`src/rtl/tetris_pkg.sv`:
```
// Shared definitions for the board bus reader/transmitter.
//   ROWS, COLS, BOARD_W, ROW_IDX_W : board geometry constants
//   scan_state_t                   : transmitter state encoding
//   row_slice()                    : extracts one row of cells from a board
package tetris_pkg;

  localparam int ROWS      = 8;
  localparam int COLS      = 4;
  localparam int BOARD_W   = ROWS * COLS;
  localparam int ROW_IDX_W = $clog2(ROWS);

  typedef enum logic [1:0] {
    IDLE = 2'd0,
    SEND = 2'd1,
    GAP  = 2'd2
  } scan_state_t;

  // Row r occupies board[r*COLS +: COLS].
  function automatic logic [COLS-1:0] row_slice(input logic [BOARD_W-1:0]   board,
                                                input logic [ROW_IDX_W-1:0] r);
    return board[r*COLS +: COLS];
  endfunction

endpackage

```
`src/rtl/scan_gap_timer.sv`:
```
// Loadable down-counter that times the idle gap between row transfers.
// Ports:
//   clk_i      : clock, rising edge
//   rst_ni     : asynchronous active-low reset (count returns to 0)
//   load_i     : load load_val_i into the counter
//   load_val_i : number of gap cycles to time
//   en_i       : high while the gap is in progress; counter decrements
//   done_o     : high in the final gap cycle
module scan_gap_timer #(
  parameter int CNT_W = 2
) (
  input  logic             clk_i,
  input  logic             rst_ni,
  input  logic             load_i,
  input  logic [CNT_W-1:0] load_val_i,
  input  logic             en_i,
  output logic             done_o
);

  logic [CNT_W-1:0] cnt_q, cnt_d;

  always_comb begin
    cnt_d = cnt_q;
    if (load_i) begin
      cnt_d = load_val_i;
    end else if (en_i && (cnt_q != '0)) begin
      cnt_d = cnt_q - 1'b1;
    end
  end

  always_ff @(posedge clk_i or negedge rst_ni) begin
    if (!rst_ni) begin
      cnt_q <= '0;
    end else begin
      cnt_q <= cnt_d;
    end
  end

  // The first gap cycle sees the loaded value, so the last one sees 1.
  assign done_o = en_i && (cnt_q == CNT_W'(1));

endmodule

```
`src/rtl/board_scan_tx.sv`:
```
// Board bus reader/transmitter: captures a 32-bit board snapshot and streams
// it row by row to the LED-matrix row driver, freezing the snapshot while the
// frame is in flight.
// Optional build macro CHANGE_ONLY_EN: an accepted board equal to the last
// fully transmitted board is consumed without sending any rows.
// Ports:
//   clka        : sole clock, rising edge
//   restart_n   : asynchronous active-low reset
//   board_in    : board snapshot, row r = board_in[r*COLS +: COLS]
//   board_valid : board_in valid
//   board_ready : a board can be accepted (IDLE only)
//   row_data    : cells of the current row
//   row_idx     : index of the current row
//   row_valid   : row_data/row_idx valid
//   row_ready   : row driver accepts the row
//   frame_done  : one-cycle pulse after the last row is accepted
//   busy        : frame in progress
module board_scan_tx
  import tetris_pkg::*;
#(
  parameter int GAP_CYCLES = 2
) (
  input  logic                 clka,
  input  logic                 restart_n,
  input  logic [BOARD_W-1:0]   board_in,
  input  logic                 board_valid,
  output logic                 board_ready,
  output logic [COLS-1:0]      row_data,
  output logic [ROW_IDX_W-1:0] row_idx,
  output logic                 row_valid,
  input  logic                 row_ready,
  output logic                 frame_done,
  output logic                 busy
);

  // Wide enough to hold GAP_CYCLES and never zero width.
  localparam int CNT_W = $clog2(GAP_CYCLES + 2);

  scan_state_t          state_q, state_d;
  logic [BOARD_W-1:0]   snap_q, snap_d;
  logic [ROW_IDX_W-1:0] row_q, row_d;
  logic                 done_q, done_d;

  logic accept;
  logic take_frame;
  logic row_hs;
  logic last_row;
  logic gap_load;
  logic gap_done;

  assign board_ready = (state_q == IDLE);
  assign busy        = (state_q != IDLE);
  assign row_valid   = (state_q == SEND);
  assign row_idx     = row_q;
  assign row_data    = row_slice(snap_q, row_q);
  assign frame_done  = done_q;

  assign accept   = board_valid && board_ready;
  assign row_hs   = row_valid && row_ready;
  assign last_row = (row_q == ROW_IDX_W'(ROWS - 1));

`ifdef CHANGE_ONLY_EN
  logic [BOARD_W-1:0] last_sent_q;

  // A repeat of the last completed board is consumed but starts no frame.
  assign take_frame = accept && (board_in != last_sent_q);

  // Only a completed frame updates last_sent; an aborted one never gets here.
  always_ff @(posedge clka or negedge restart_n) begin
    if (!restart_n) begin
      last_sent_q <= '0;
    end else if (row_hs && last_row) begin
      last_sent_q <= snap_q;
    end
  end
`else
  assign take_frame = accept;
`endif

  scan_gap_timer #(
    .CNT_W(CNT_W)
  ) u_gap_timer (
    .clk_i     (clka),
    .rst_ni    (restart_n),
    .load_i    (gap_load),
    .load_val_i(CNT_W'(GAP_CYCLES)),
    .en_i      (state_q == GAP),
    .done_o    (gap_done)
  );

  always_comb begin
    state_d  = state_q;
    snap_d   = snap_q;
    row_d    = row_q;
    done_d   = 1'b0;
    gap_load = 1'b0;
    unique case (state_q)
      IDLE: begin
        if (take_frame) begin
          snap_d  = board_in;
          row_d   = '0;
          state_d = SEND;
        end
      end
      SEND: begin
        if (row_hs) begin
          if (last_row) begin
            // No gap after the final row; IDLE next cycle can take a new board.
            state_d = IDLE;
            done_d  = 1'b1;
          end else begin
            row_d = row_q + 1'b1;
            if (GAP_CYCLES > 0) begin
              state_d  = GAP;
              gap_load = 1'b1;
            end
          end
        end
      end
      GAP: begin
        if (gap_done) begin
          state_d = SEND;
        end
      end
      default: begin
        state_d = IDLE;
      end
    endcase
  end

  always_ff @(posedge clka or negedge restart_n) begin
    if (!restart_n) begin
      state_q <= IDLE;
      snap_q  <= '0;
      row_q   <= '0;
      done_q  <= 1'b0;
    end else begin
      state_q <= state_d;
      snap_q  <= snap_d;
      row_q   <= row_d;
      done_q  <= done_d;
    end
  end

endmodule

```
`config.mk`:
```
export PLATFORM = sky130hd
export DESIGN_NAME = board_scan_tx
export DESIGN_NICKNAME = d
export VERILOG_FILES = /design/src/rtl/tetris_pkg.sv /design/src/rtl/scan_gap_timer.sv /design/src/rtl/board_scan_tx.sv
export SDC_FILE = /design/constraint.sdc
export NUM_CORES = 1
export LEC_CHECK = 0
export ABC_CLOCK_PERIOD_IN_PS = 4600
export CAP_MARGIN = 5
export CORE_UTILIZATION = 52
export CTS_CLUSTER_SIZE = 16
export DETAILED_ROUTE_END_ITERATION = 6
export GPL_TIMING_DRIVEN = 0
export PLACE_DENSITY = 0.84
export SLEW_MARGIN = 40
export SYNTH_ARGS = -nofsm -noshare
export SYNTH_HDL_FRONTEND = slang
export SYNTH_SLANG_ARGS = --single-unit
export TNS_END_PERCENT = 50
```
`constraint.sdc`:
```
create_clock -name clka -period 4.6 [get_ports clka]
set_clock_uncertainty 0.2 [all_clocks]
set_input_delay 0.92 -clock clka [delete_from_list [all_inputs] [get_ports clka]]
set_output_delay 0.92 -clock clka [all_outputs]
set_load 0.03 [all_outputs]
```
=== After elaboration in Yosys (flattened, before gate mapping) ===
Index checks and enable logic that the tools add are counted.

* Add/subtract/negate cells: 2
* Equality and inequality tests: 8
* Shifts and indexed selects: 1
* Mux-type cells: 17
* Reductions and logical operators: 12

{| class="wikitable"
|+ Operators with widths
! operator !! count
|-
| 32-bit by 6-bit indexed part select with 4-bit output || 1
|-
| 2-bit 2-to-1 mux || 6
|-
| 3-bit 2-to-1 mux || 3
|-
| 2-bit nonzero test || 4
|-
| 1-bit 2-to-1 mux || 6
|-
| 2-bit case mux with 3 select lines || 1
|-
| 3-bit case mux with 2 select lines || 1
|-
| 2-bit by 1-bit == test with 1-bit output (second input constant) || 2
|-
| 1-bit logical AND || 4
|-
| 2-bit by 1-bit != test with 1-bit output (second input constant) || 2
|-
| 2-bit != test (second input constant) || 2
|-
| 4-bit AND reduction || 1
|-
| 3-bit by 1-bit adder with 3-bit output (second input constant) || 1
|-
| 3-bit == test (second input constant) || 1
|-
| 3-bit AND reduction || 1
|-
| 2-bit == test (second input constant) || 1
|-
| 2-bit logical NOT || 1
|-
| 2-bit AND reduction || 1
|-
| 2-bit by 1-bit subtractor with 2-bit output (second input constant) || 1
|}

* Bits in registers: 40
* Bits of input ports: 36
* Output and inout bits: 11
* Logic and storage cells: 45

=== Longest topological paths before layout ===
Gate-level depths: netlist (run 1).

* Word-level depth: 5
* Gate-level depth with buffers: 5
* Depth with buffers taken out: 5

=== Modules after synthesis ===
From an unflattened synthesis (run 1), not the netlist that was laid out.

* Cells, all modules: 124
* Area total of the unflattened synthesis: 1933.1 um2

{| class="wikitable"
|+ By module, submodules not included
! module !! instances !! cells each !! area an instance (um2)
|-
| board_scan_tx || 1 || 110 || 1784.2
|-
| scan_gap_timer || 1 || 14 || 148.9
|}

=== Worst setup path before layout (run 1) ===
OpenSTA, ideal clock, no wires.

* Path kind: register -> output
* From: reg row_q[0], in the netlist row_idx[0]
* To: out row_data[0]
* Data arrival time: 1597 ps
* Data required time: 3480 ps
* Setup slack: 1883 ps
* Cell stages (with the launch flop): 4
* Cell sequence: dfrtp_1 buf_6 mux4_1 mux2_2

* Cells in the longest elaborated chain, start to end: 1

{| class="wikitable"
|+ Ends and longest elaborated chain
! what !! line !! RTL
|-
| start, declared || board_scan_tx.sv:41 || <nowiki>logic [ROW_IDX_W-1:0] row_q, row_d;</nowiki>
|-
| start signal, assigned || board_scan_tx.sv:140 || <nowiki>row_q <= row_d;</nowiki>
|-
| 32-bit by 6-bit indexed part select with 4-bit output || tetris_pkg.sv:21 || <nowiki>return board[r*COLS +: COLS];</nowiki>
|-
| end, declared || board_scan_tx.sv:28 || <nowiki>output logic [COLS-1:0] row_data,</nowiki>
|}

No other way between the ends.

=== Final worst setup path (run 1) ===
* From: reg row_q[0], in the netlist row_idx[0]
* To: out row_data[2]

The elaborated chain is that of the path after synthesis.

==> impl_metrics.env, run 1 <==
export IMPL_hold_path_class="register to register"
export IMPL_clkLatencyLatePin_ns=0.34
export IMPL_drc=0
export IMPL_worstRegToRegCells=5
export IMPL_min_delay_start="snap_q[22]$_DFFE_PN0P_"
export IMPL_worst_ep_required_time_ns=3.48
export IMPL_period_share_pct=76.38
export IMPL_r2r_start="row_idx[1]$_DFFE_PN0P_"
export IMPL_clkSlewWorstSetupHoldPaths_ns=0.11
export IMPL_setup_viol=0
export IMPL_finalHoldViolCount=0
export IMPL_cts_num_sinks=40
export IMPL_path_cells="buf_6 -> mux4_1 -> mux2_2 -> clkdlybuf4s50_1"
export IMPL_tritoncts="done"
export IMPL_num_vias=1226
export IMPL_diodes=0
export IMPL_synth_nets=163
export IMPL_place_congestion=0.7176
export IMPL_cp_slowest_stage_delay_ns=0.62
export IMPL_grt_usage_pct=20.74
export IMPL_cts_root_buf="clkbuf_4"
export IMPL_yosysSeqAreaShare_pct=52.39
export IMPL_yosysUniqueCellTypes=25
export IMPL_period_needed_ns=3.514
export IMPL_max_vdd_ir_drop_v=0.0003499
export IMPL_fillCellCount=246
export IMPL_synthCells=122
export IMPL_power_density_nw_per_um2=650.8
export IMPL_core_area_sq_um=3416
export IMPL_port_buffers=46
export IMPL_slew_viol_final=0
export IMPL_final_layout_size_suffix_gt1_share_pct=30.68
export IMPL_final_antenna_net_count=0
export IMPL_hold_worst_slack_ns=0.3071
export IMPL_crit_path_end_kind="output pin"
export IMPL_dp_hpwl_um=2852
export IMPL_ctsResizeCount=0
export IMPL_reg2reg_setup_slack_ns=2.69
export IMPL_outcome="finished, final reports clean"
export IMPL_min_path_cells=1
export IMPL_tns_ns=0
export IMPL_dieWidth_um=62.62
export IMPL_grt_max_degree=24
export IMPL_cap_violations=0
export IMPL_rsz0062_at_grt="no"
export IMPL_path_buf_inv=2
export IMPL_dieArea_sq_um=3921
export IMPL_crit_start="row_idx[0]$_DFFE_PN0P_"
export IMPL_overflow=0
export IMPL_ys_ff_latch=40
export IMPL_avgViaCountPerCell=5.523
export IMPL_path_delay_family="multiplexers"
export IMPL_p_leak_nw=1.062
export IMPL_routedWlPerCell_um=16.46
export IMPL_worst_hold_path_endpoint="snap_q[22]$_DFFE_PN0P_"
export IMPL_fmax_mhz=284.6
export IMPL_io_pins=47
export IMPL_layout_nets=217
export IMPL_critical_path_class="register to output pin"
export IMPL_grt_pass1_wl_um=6072
export IMPL_clock_path_buffers=2
export IMPL_cts_htree_levels=2
export IMPL_start_kind="register"
export IMPL_syn_area_sq_um=1911
export IMPL_cp_arrival_ns=2.39
export IMPL_grt_pass1_vias=1278
export IMPL_die_h_um=62.62
export IMPL_antenna_found_initial=0
export IMPL_num_rows=21
export IMPL_relSlewSlack_pct=63.62
export IMPL_start_util_pct=55.93
export IMPL_crit_fanout=9
export IMPL_timing_rr_end="row_idx[0]$_DFFE_PN0P_"
export IMPL_ys_warn_count=0
export IMPL_slowest_stage="clkdlybuf4s50_1"
export IMPL_post_cts_setup_buffers=0
export IMPL_wirelength_um=3654
export IMPL_tightest_slew_ns=0.5457
export IMPL_drt_iter0_drc=24
export IMPL_holdBufCountCts=0
export IMPL_syn2layout_area_growth_pct=30.71
export IMPL_post_synth_cell_area_avg_sq_um=15.66
export IMPL_firstDrtPassIters=5
export IMPL_numCtsBuffers=5
-- stage by stage --
stage / instances / util, % / total power [W] / setup WS (ns) / cell area (sq um)
6_report: 222 / 73.11 / 0.001625 / 1.086 / 2497
3_5_place_dp: 215 / 71.76 / 0.001485 / 1.456 / 2451
4_1_cts: 222 / 73.11 / 0.001646 / 1.066 / 2497
2_1_floorplan: 122 / - / 0.001194 / 1.883 / 1911
3_3_place_gp: 214 / 71.10 / 0.001429 / 1.470 / 2429
5_1_grt: 222 / 73.11 / 0.001729 / 1.020 / 2497
-- worst reg2reg max path: stages, from the launching register on --
cell and delay, ns:
dfrtp_1 0.50, ha_1 0.25, ha_1 0.19, and4bb_2 0.33, nor2_1 0.07, mux2_2 0.27
-- worst max-delay path by stage --
| stage | endpoint | slack, ns | cells past startpoint |
|---|---|---|---|
| after floorplan | row_data[0] | 1.88 | 3 |
| after global placement | row_data[0] | 1.47 | 4 |
| after detailed placement | row_data[2] | 1.46 | 4 |
| after CTS | row_data[2] | 1.07 | 4 |
| after global routing | row_data[3] | 1.02 | 4 |
| final | row_data[2] | 1.09 | 4 |
-- flip-flops by register name (all words and copies together) (netlist names) --
name,cells
frame_done,1
u_gap_timer.cnt_q,2
state_q,2
snap_q,32
row_idx,3
-- logic make-up after synthesis --
logic type                 count (synthesis)  share of synthesized area (%)
DFF                                       40                          52.39
and+or+nand+nor                           12                          4.847
adders and majority gates                  5                          3.274
buffers and inverters                     11                          3.471
AOI/OAI and AO/OA                          9                          3.209
muxes                                     45                          32.81
-- report_power, final --
group	leakage, nW	switching [W]	internal, W
logic	0.558	0.000377	0.000472
clock network	0.0281	0.000103	0.0000563
registers	0.477	0.0000945	0.000522
total	1.06	0.000574	0.00105
-- cell usage after synthesis --
| cell type | number | area, sq um |
|---|---|---|
| a22o_1 | 2 | 17.52 |
| and3_1 | 1 | 6.260 |
| and4bb_2 | 1 | 12.51 |
| buf_2 | 2 | 10.01 |
| buf_4 | 4 | 30.03 |
| buf_6 | 1 | 11.26 |
| dfrtp_1 | 40 | 1001 |
| ha_1 | 5 | 62.56 |
| inv_1 | 4 | 15.01 |
| mux2_1 | 2 | 22.52 |
| mux2_2 | 35 | 394.1 |
| mux4_1 | 8 | 210.2 |
| nand2_1 | 1 | 3.750 |
| nand2b_1 | 1 | 6.260 |
| nand3_1 | 1 | 5.000 |
| nand4bb_1 | 1 | 11.26 |
| nor2_1 | 2 | 7.510 |
| nor2b_1 | 1 | 6.260 |
| nor3b_4 | 1 | 18.77 |
| o21ai_0 | 4 | 20.02 |
| o22ai_1 | 1 | 6.260 |
| o311ai_0 | 1 | 8.760 |
| o31a_1 | 1 | 8.760 |
| or2_2 | 1 | 6.260 |
| or3b_2 | 1 | 8.760 |
-- per-layer routing --
| layer | global-route usage, % | wire length, um |
|---|---|---|
| met4 | 8.430 | 59 |
| met2 | 35.46 | 1929 |
| met3 | 5.109 | 139 |
| met5 | 0 | 0 |
| met1 | 25.00 | 1525 |
-- layout make-up --
cell class / count / area (sq um) / area share (%)
clock buffer: 6 / 41.29 / 1.653
tap: 46 / 57.56 / 2.305
multi-input combinational: 71 / 843.3 / 33.77
clock inverter: 1 / 5.005 / 0.2004
inverter: 4 / 15.01 / 0.6012
buffer: 7 / 51.30 / 2.054
timing repair buffer: 47 / 483.0 / 19.34
sequential: 40 / 1001 / 40.08
-- placed cells by master, fill, tap and decap left out --
cell type	Yosys	routed
clkdlybuf4s50_1	0	45
dfrtp_1	40	40
mux2_2	35	35
mux4_1	8	8
ha_1	5	5
clkbuf_4	0	5
inv_1	4	4
buf_4	4	4
o21ai_0	4	4
buf_2	2	3
mux2_1	2	2
nor2_1	2	2
a22o_1	2	2
nor2b_1	1	1
or2_2	1	1
buf_6	1	1
and3_1	1	1
nor3b_4	1	1
nand2_1	1	1
o311ai_0	1	1
o31a_1	1	1
nand2b_1	1	1
nand4bb_1	1	1
and4bb_2	1	1
o22ai_1	1	1
or3b_2	1	1
nand3_1	1	1
clkinv_2	0	1
clkbuf_1	0	1
buf_16	0	1
No activity file was read; power rests on OpenSTA's default activity.
==> run 2: changes to the inputs <==
ABC_CLOCK_PERIOD_IN_PS = 3000   (was 4600)
CORE_UTILIZATION = 44   (was 52)
PLACE_DENSITY = 0.75   (was 0.84)
clock period = 3 ns   (was 4.6 ns; I/O delays follow)
==> run 2 against run 1 <==
Against the previous run: final cell count rose by 1.4%; register-to-register slack got worse by 1.6 ns; worst setup slack worse by 0.97 ns; hold slack worse by 0.24 ns; combinational power rose by 45%; total power rose by 55%; wire length is 0.57% lower; die area grew 18%; clock-buffer cell count unchanged; largest power group unchanged; highest routed layer unchanged.
==> impl_metrics.env, run 2 (synthesis results as in run 1) <==
export IMPL_worstRegToRegCells=5
export IMPL_p_leak_nw=1.069
export IMPL_grt_pass1_vias=1301
export IMPL_mostFrequentLayoutCells="clkdlybuf4s50_1, dfrtp_1, mux2_2, mux4_1"
export IMPL_cap_violations=0
export IMPL_tns_ns=0
export IMPL_finalHoldViolCount=0
export IMPL_timing_rr_end="row_idx[0]$_DFFE_PN0P_"
export IMPL_cp_arrival_ns=2.09
export IMPL_hold_worst_slack_ns=0.06673
export IMPL_crit_fanout=9
export IMPL_rsz0062_at_grt="no"
export IMPL_period_share_pct=96.25
export IMPL_core_area_sq_um=4086
export IMPL_place_congestion=0.7153
export IMPL_finalPower_w=0.002512
export IMPL_max_vdd_ir_drop_v=0.0005071
export IMPL_start_util_pct=46.75
export IMPL_layout_nets=216
export IMPL_drc=0
export IMPL_final_antenna_net_count=0
export IMPL_worst_ep_required_time_ns=2.20
export IMPL_fillCellCount=315
export IMPL_ctsResizeCount=4
export IMPL_cts_root_buf="clkbuf_8"
export IMPL_period_needed_ns=2.888
export IMPL_crit_path_end_kind="output pin"
export IMPL_grt_usage_pct=18.97
export IMPL_hold_path_class="input pin to asynchronous set/reset pin"
export IMPL_grt_max_degree=41
export IMPL_antenna_found_initial=0
export IMPL_post_cts_setup_buffers=0
export IMPL_cts_htree_levels=2
export IMPL_reg2reg_setup_slack_ns=1.07
export IMPL_final_layout_size_suffix_gt1_share_pct=30.29
export IMPL_power_density_nw_per_um2=1004
export IMPL_clkSlewWorstSetupHoldPaths_ns=0.08
export IMPL_wirelength_um=3633
export IMPL_syn2layout_area_growth_pct=31.04
export IMPL_relSlewSlack_pct=66.54
export IMPL_firstDrtPassIters=3
export IMPL_path_cells="buf_6 -> mux4_1 -> mux2_2 -> dlygate4sd2_1"
export IMPL_r2r_start="row_idx[1]$_DFFE_PN0P_"
export IMPL_setup_viol=0
export IMPL_critical_path_class="register to output pin"
export IMPL_num_rows=23
export IMPL_largest_register_ffs=32
export IMPL_holdBufCountCts=0
export IMPL_cp_slowest_stage_delay_ns=0.58
export IMPL_drt_iter0_drc=71
export IMPL_grt_pass1_wl_um=6085
export IMPL_io_pins=47
export IMPL_dieArea_sq_um=4610
export IMPL_die_h_um=67.90
export IMPL_tightest_slew_ns=0.5018
export IMPL_clock_path_buffers=2
export IMPL_fmax_mhz=346.3
export IMPL_slowest_stage="mux4_1"
export IMPL_routedWlPerCell_um=16.15
export IMPL_layout_commonest_cell="clkdlybuf4s50_1"
export IMPL_clkLatencyLatePin_ns=0.29
export IMPL_diodes=0
export IMPL_port_buffers=46
export IMPL_regMostFlops="snap_q"
export IMPL_outcome="finished, final reports clean"
export IMPL_num_vias=1217
export IMPL_start_kind="register"
export IMPL_tritoncts="done"
export IMPL_dp_hpwl_um=2627
export IMPL_cts_num_sinks=40
export IMPL_slew_viol_final=0
export IMPL_dieWidth_um=67.90
export IMPL_numCtsBuffers=5
export IMPL_overflow=0
export IMPL_avgViaCountPerCell=5.409
==> run 2: changes by cell type in the layout (fill, tap and decap cells not counted), sizes merged <==
| cell | delta |
|---|---|
| dlygate4sd2 | +4 |
| clkdlybuf4s50 | -4 |
| buf | -1 |
==> run 2: layout make-up <==
| class | count | area (sq um) | area share, % |
|---|---|---|---|
| sequential | 40 | 1001 | 39.98 |
| multi-input combinational | 71 | 843.3 | 33.68 |
| timing repair buffer | 46 | 452.9 | 18.09 |
| clock buffer | 6 | 72.57 | 2.899 |
| tap | 50 | 62.56 | 2.499 |
| buffer | 7 | 51.30 | 2.049 |
| inverter | 4 | 15.01 | 0.5997 |
| clock inverter | 1 | 5.005 | 0.1999 |
==> run 2: routing by layer <==
layer / wire length [um] / track usage [%] / vias to the layer above
met3: 148 / 5.500 / 2
li1: - / - / 564
met5: 0 / 0 / -
met4: 22 / 3.906 / 0
met2: 1847 / 32.18 / 36
met1: 1615 / 24.12 / 615
==> run 2: worst max-delay path by stage <==
stage	slack, ns	end	start
2_1_floorplan	0.60	row_data[0]	row_idx[0]$_DFFE_PN0P_
3_3_place_gp	0.20	row_data[0]	row_idx[0]$_DFFE_PN0P_
3_5_place_dp	0.18	row_data[0]	row_idx[0]$_DFFE_PN0P_
4_1_cts	0.09	row_data[0]	row_idx[0]$_DFFE_PN0P_
5_1_grt	0.03	row_data[0]	row_idx[0]$_DFFE_PN0P_
6_report	0.11	row_data[0]	row_idx[0]$_DFFE_PN0P_
==> run 2: report_power, final <==
part	internal (W)	switching, W	leakage [nW]
sequential	0.000803	0.000146	0.477
combinational	0.000678	0.000552	0.552
clock	0.000158	0.000176	0.0410
==> run 2: stage by stage <==
step | util [%] | std cells | cell area [sq um] | worst slack [ns]
floorplan | - | 122 | 1911 | 0.6033
global placement | 59.55 | 218 | 2434 | 0.1954
detailed placement | 59.49 | 218 | 2431 | 0.1814
CTS | 61.27 | 225 | 2504 | 0.09028
global route | 61.27 | 225 | 2504 | 0.03153
finish | 61.27 | 225 | 2504 | 0.1125
==> run 2: critical path: cells and delay by family, from the launching register on <==
family                 cells  cell delay (ns)
buffers and inverters      2             0.54
DFF                        1             0.39
muxes                      2             0.87
